### config.mk
export PLATFORM = sky130hd
export DESIGN_NAME = adc_spi_responder
export DESIGN_NICKNAME = d
export VERILOG_FILES = /design/src/rtl/adc_spi_responder.sv
export SDC_FILE = /design/constraint.sdc
export NUM_CORES = 1
export LEC_CHECK = 0
export CAP_MARGIN = 10
export CORE_MARGIN = 2
export CORE_UTILIZATION = 50
export DETAILED_ROUTE_END_ITERATION = 12
export PLACE_DENSITY = 0.76
export SYNTH_ARGS = -nofsm -noshare
export SYNTH_HDL_FRONTEND = slang
export SYNTH_SLANG_ARGS = --single-unit
export TNS_END_PERCENT = 5
### constraint.sdc
create_clock -name clk -period 2.3 [get_ports clk]
set_input_delay 0.46 -clock clk [delete_from_list [all_inputs] [get_ports clk]]
set_output_delay 0.46 -clock clk [all_outputs]
set_load 0.02 [all_outputs]
### src/rtl/adc_spi_responder.sv
// ADC-side responder for the conv/sclk/data serial link: serializes a queued
// sample MSB first on miso, updating only on synchronized sclk falling edges.
module adc_spi_responder #(
  parameter int DATA_W      = 12,
  parameter int LEAD_BITS   = 2,
  parameter int SYNC_STAGES = 2
) (
  input  logic              clk,
  input  logic              reset,
  input  logic              sclk_in,
  input  logic              conv_in,
  output logic              miso,
  input  logic [DATA_W-1:0] sample_data,
  input  logic              sample_valid,
  output logic              sample_ready,
  output logic              busy,
  output logic              frame_done,
  output logic              frame_abort,
  output logic              underrun,
  output logic [15:0]       frame_count,
  output logic [1:0]        dbg_state
);

  typedef enum logic [1:0] {IDLE, LEAD, DATA, TAIL} state_t;

  localparam int CW = $clog2(DATA_W + LEAD_BITS + 1);
  localparam logic [CW-1:0] LEAD_LAST = CW'((LEAD_BITS > 0) ? LEAD_BITS - 1 : 0);
  localparam logic [CW-1:0] DATA_LAST = CW'(DATA_W - 1);

  logic [SYNC_STAGES-1:0] sclk_sync, conv_sync;
  logic                   sclk_hist, conv_hist;
  logic                   sclk_fall, conv_fall, conv_rise;

  // Synchronizers park at the idle line levels (sclk low, conv high).
  always_ff @(posedge clk or posedge reset) begin
    if (reset) begin
      sclk_sync <= '0;
      conv_sync <= '1;
      sclk_hist <= 1'b0;
      conv_hist <= 1'b1;
    end else begin
      sclk_sync <= {sclk_sync[SYNC_STAGES-2:0], sclk_in};
      conv_sync <= {conv_sync[SYNC_STAGES-2:0], conv_in};
      sclk_hist <= sclk_sync[SYNC_STAGES-1];
      conv_hist <= conv_sync[SYNC_STAGES-1];
    end
  end

  assign sclk_fall = sclk_hist & ~sclk_sync[SYNC_STAGES-1];
  assign conv_fall = conv_hist & ~conv_sync[SYNC_STAGES-1];
  assign conv_rise = ~conv_hist & conv_sync[SYNC_STAGES-1];

  state_t            state, state_n;
  logic [CW-1:0]     bit_cnt, cnt_n;
  logic [DATA_W-1:0] shift_q, shift_n, last_q, last_n, pend_data, start_word;
  logic              pend_full, accept, start;
  logic              miso_n, done_n, abort_n, under_n;
  logic [15:0]       count_n;

  // Handshake: a sample transfers on any clk where sample_valid && sample_ready;
  // ready is simply "pending empty" and depends on nothing combinational.
  assign sample_ready = ~pend_full;
  assign accept       = sample_valid & sample_ready;
  assign start        = (state == IDLE) & conv_fall;
  assign busy         = (state != IDLE);
  assign dbg_state    = state;

  always_ff @(posedge clk or posedge reset) begin
    if (reset) begin
      pend_full <= 1'b0;
      pend_data <= '0;
    end else if (start) begin
      pend_full <= 1'b0;
    end else if (accept) begin
      pend_full <= 1'b1;
      pend_data <= sample_data;
    end
  end

  always_comb begin
    state_n = state;
    cnt_n   = bit_cnt;
    shift_n = shift_q;
    last_n  = last_q;
    miso_n  = miso;
    done_n  = 1'b0;
    abort_n = 1'b0;
    under_n = 1'b0;
    count_n = frame_count;
    // A sample arriving in the conv_fall clk bypasses the empty buffer.
    start_word = pend_full ? pend_data : (accept ? sample_data : last_q);
    if ((state != IDLE) && conv_rise) begin
      state_n = IDLE;
      miso_n  = 1'b0;
      if (state == TAIL) begin
        done_n  = 1'b1;
        count_n = frame_count + 16'd1;
      end else begin
        abort_n = 1'b1;
      end
    end else begin
      case (state)
        IDLE: begin
          miso_n = 1'b0;
          if (conv_fall) begin
            shift_n = start_word;
            last_n  = start_word;
            under_n = ~pend_full & ~accept;
            cnt_n   = '0;
            if (LEAD_BITS == 0) begin
              state_n = DATA;
              miso_n  = start_word[DATA_W-1];
            end else begin
              state_n = LEAD;
            end
          end
        end
        LEAD: begin
          miso_n = 1'b0;
          if (sclk_fall) begin
            if (bit_cnt == LEAD_LAST) begin
              state_n = DATA;
              miso_n  = shift_q[DATA_W-1];
              cnt_n   = '0;
            end else begin
              cnt_n = bit_cnt + 1'b1;
            end
          end
        end
        DATA: begin
          if (sclk_fall) begin
            shift_n = shift_q << 1;
            cnt_n   = bit_cnt + 1'b1;
            if (bit_cnt == DATA_LAST) begin
              state_n = TAIL;
              miso_n  = 1'b0;
            end else begin
              miso_n = shift_q[DATA_W-2];
            end
          end
        end
        default: miso_n = 1'b0;
      endcase
    end
  end

  always_ff @(posedge clk or posedge reset) begin
    if (reset) begin
      state       <= IDLE;
      bit_cnt     <= '0;
      shift_q     <= '0;
      last_q      <= '0;
      miso        <= 1'b0;
      frame_done  <= 1'b0;
      frame_abort <= 1'b0;
      underrun    <= 1'b0;
      frame_count <= '0;
    end else begin
      state       <= state_n;
      bit_cnt     <= cnt_n;
      shift_q     <= shift_n;
      last_q      <= last_n;
      miso        <= miso_n;
      frame_done  <= done_n;
      frame_abort <= abort_n;
      underrun    <= under_n;
      frame_count <= count_n;
    end
  end

endmodule

==> run_results.csv <==
group,metric,value,unit
power_and_ir_drop,switching_share,33.3,%
yosys,ys_ff_latch,69,
clocking,clk_pin_slew,70,ps
power_and_ir_drop,p_int,0.00279,W
placed_design,port_buffers,40,
floorplanning,die_y,84.1,um
power_and_ir_drop,pwr-share-seq,43.1,%
yosys,yosysWarnings,0,
setup_path,critPathKind,"reg2out",
yosys,netlist_top_cells_count,"dfrtp_1 (66), nand2_1 (33), o21ai_0 (32), mux2_2 (23), nor2_1 (21)",
floorplanning,row_count,29,
global_routing,antenna_found_initial,0,
finish,fillerInstances,540,
clocking,htree_levels,3,
placed_design,preCtsSetupSlack,195,ps
timing,final.setup.worst_slack,197,ps
global_routing,grt_first_pass_wirelength,11.0,mm
drt,ant_nets,0,
placed_design,hpwl,4.10,mm
timing,tightest_slew,476,ps
drt,vias_per_cell,5.43,
global_routing,track_usage,19.6,%
timing,fin_skew,4.56,ps
yosys,yosys_most_used_dff,"dfrtp_1",
power_and_ir_drop,p_clk_share,23.1,%
timing,hold_viol_final,0,
setup_path,end_kind,"output port",
yosys,ys_types,38,
timing,finalSetupViolCount,0,
job,max_cap_viol_count,0,
clocking,cts_tree,"yes",
clocking,clk_path_buf_depth,2,
setup_path,cpMaxStageDelayCell,"dfrtp_1",
setup_path,worstPathCellList,"inv_1, ha_2, inv_1, dlygate4sd2_1",
floorplanning,core,6280,um2
yosys,yosysTopAreaCell,"dfrtp_1",
finish,area_delta_synth_final,22.7,%
yosys,synth_top_area_share,51.5,%
drt,drt-initial-drc-count,152,
clocking,cts_made_buffers,9,
yosys,synth_area_leaders,"dfrtp_1 (51%), mux2_2 (8.1%), o21ai_0 (5.0%), mux2i_1 (4.4%), nand2_1 (3.9%)",
yosys,synth-edff-count,0,
finish,layout-drive-gt1-share,16.0,%
power_and_ir_drop,ir_drop,0.593,mV
yosys,synthCells,299,
yosys,synth_most_common_cell,"dfrtp_1",
finish,diodes,0,
global_routing,overflow,0,
setup_path,critPathArrivalTime,1640,ps
timing,rsz0062_at_grt,"false",
global_routing,grt_pass1_vias,2277,
finish,final_util,62.7,%
clocking,root_buffer,"clkbuf_8",
drt,wl_per_cell,14.5,um
yosys,ys_seq_area_share,53.9,%
power_and_ir_drop,combPwrFrac,33.8,%
setup_path,worst-path-max-fanout,8,
floorplanning,die_x,84.1,um
clocking,cts_hold_buf,0,
clocking,clock_latency,340,ps
setup_path,crit_top_cell,"inv_1",
timing,max_freq,476,MHz
floorplanning,num_io_pins,41,
drt,drc,0,
floorplanning,start_util,51.1,%
finish,nets,370,
outcome,status,"complete, no violations",
yosys,synth.net_count,323,
setup_path,critPathMaxStageDelay,430,ps
global_routing,grt_max_degree,70,
power_and_ir_drop,p_per_area,1060,nW/um2
drt,totalWireLength,6.20,mm
drt,firstDrtPassIters,4,
power_and_ir_drop,p_switching,0.00139,W
setup_path,required,1840,ps
timing,maxSlewHeadroom,68.2,%
yosys,syn-cell-area,3210,um2
hold_path,hp-class,"reg2reg",
placed_design,place.gp.congestion,0.831,
drt,num_vias,2325,
power_and_ir_drop,leakage,1.72,nW
setup_path,cp-start-kind,"flip-flop",
timing,period_needed,2100,ps
floorplanning,die-area,7070,um2
timing,slew_violations,0,
timing,finalCritPeriodShare,91.4,%
yosys,async_flop_share,100,%
timing,tns,0,ps
clocking,clock-sinks,69,
yosys,synth.avg_cell_area,10.7,um2
[area by class of cell]
class	count	area, um2	area share (%)
well taps	77	96.3	2.45
inverters	11	41.3	1.05
clock buffers	12	145	3.69
multi-input cells	205	1380	35.0
clock inverters	4	47.5	1.21
repair buffers	50	499	12.7
flip-flops and latches	69	1730	44.0
[timing repair]
action	CTS	global route
buffers inserted	0	0
resized for setup	1	1
setup endpoints to repair	1	1
cloned	0	0
pin swaps	0	0
[cells in the final DEF (no fill, tap or decap), drive strengths merged, types with 2 or more instances in the layout]
cell type / count
a221oi: 2
nor2: 21
nand2b: 4
xor2: 3
and4: 2
xnor2: 12
mux2i: 14
dfstp: 3
inv: 11
a21oi: 14
dfrtp: 66
nand3b: 3
nor3: 2
nand4: 5
o31ai: 2
clkdlybuf4s50: 39
o21a: 2
and3: 3
nand2: 33
mux2: 23
clkinv: 2
ha: 7
o21ai: 32
buf: 10
nand3: 8
a31o: 2
clkbuf: 12
[critical path: cells and delay by family (launching register included)]
kind / cells / cell delay [ps]
buffers and inverters: 3 / 620
flip-flops: 1 / 430
adder cells (fa/ha/maj): 1 / 250
[kinds of logic (layout without fill, tap and decap cells)]
kind of cell	after synthesis	in the layout	share of synthesized area [%]
mux	37	37	12.4
simple gates	86	86	12.9
xor+xnor	15	15	4.10
flops	69	69	53.9
fa+ha+maj	7	7	2.73
compound gates	60	60	10.6
buf+inv	25	77	3.24
[path summary, 6_finish.rpt]
kind                              start         endpoint  slack, ps  cells past startpoint
max                        dbg_state[0]             busy        200                      4
min                        conv_sync[0]     conv_sync[1]        360                      0
max reg2reg                dbg_state[0]       bit_cnt[3]        290                      6
min reg2reg                conv_sync[0]     conv_sync[1]        360                      0
max in group asynchronous         reset        conv_hist       1460                      3
min in group asynchronous         reset  frame_count[13]        490                      3
[state kept, by name, indices dropped and copies added, names as in the netlist, 2 cells and up]
name         cells
bit_cnt          4
shift_q         12
last_q          12
conv_sync        2
pend_data       12
frame_count     16
sclk_sync        2
dbg_state        2
[layer usage]
layer | vias to the layer above | wire [um] | global-route usage, %
li1 | 1137 | - | -
met1 | 1138 | 2940 | 27.4
met2 | 38 | 2940 | 29.5
met3 | 12 | 245 | 5.54
met4 | 0 | 82 | 7.04
met5 | - | 0 | 0
[metrics by stage]
step                      total power (W)  instance area, um2  hold slack, ps  cells
after floorplan                   0.00281                3210             331    299
after global placement            0.00319                3740             338    412
after detailed placement          0.00324                3740             337    412
after CTS                         0.00422                3930             359    428
after global routing              0.00451                3940             365    428
final                             0.00419                3940             357    428
[power by group through the flow]
| stage | registers [W] | clock network (W) | logic [W] |
|---|---|---|---|
| 3_5_place_dp | 0.00182 | 0 | 0.00142 |
| 6_report | 0.00180 | 0.000968 | 0.00141 |
| 4_1_cts | 0.00180 | 0.000994 | 0.00142 |
| 3_3_place_gp | 0.00181 | 0 | 0.00138 |
| 5_1_grt | 0.00185 | 0.00105 | 0.00160 |
| 2_1_floorplan | 0.00181 | 0 | 0.00100 |
Note: power is estimated with default switching activity, not from simulation.
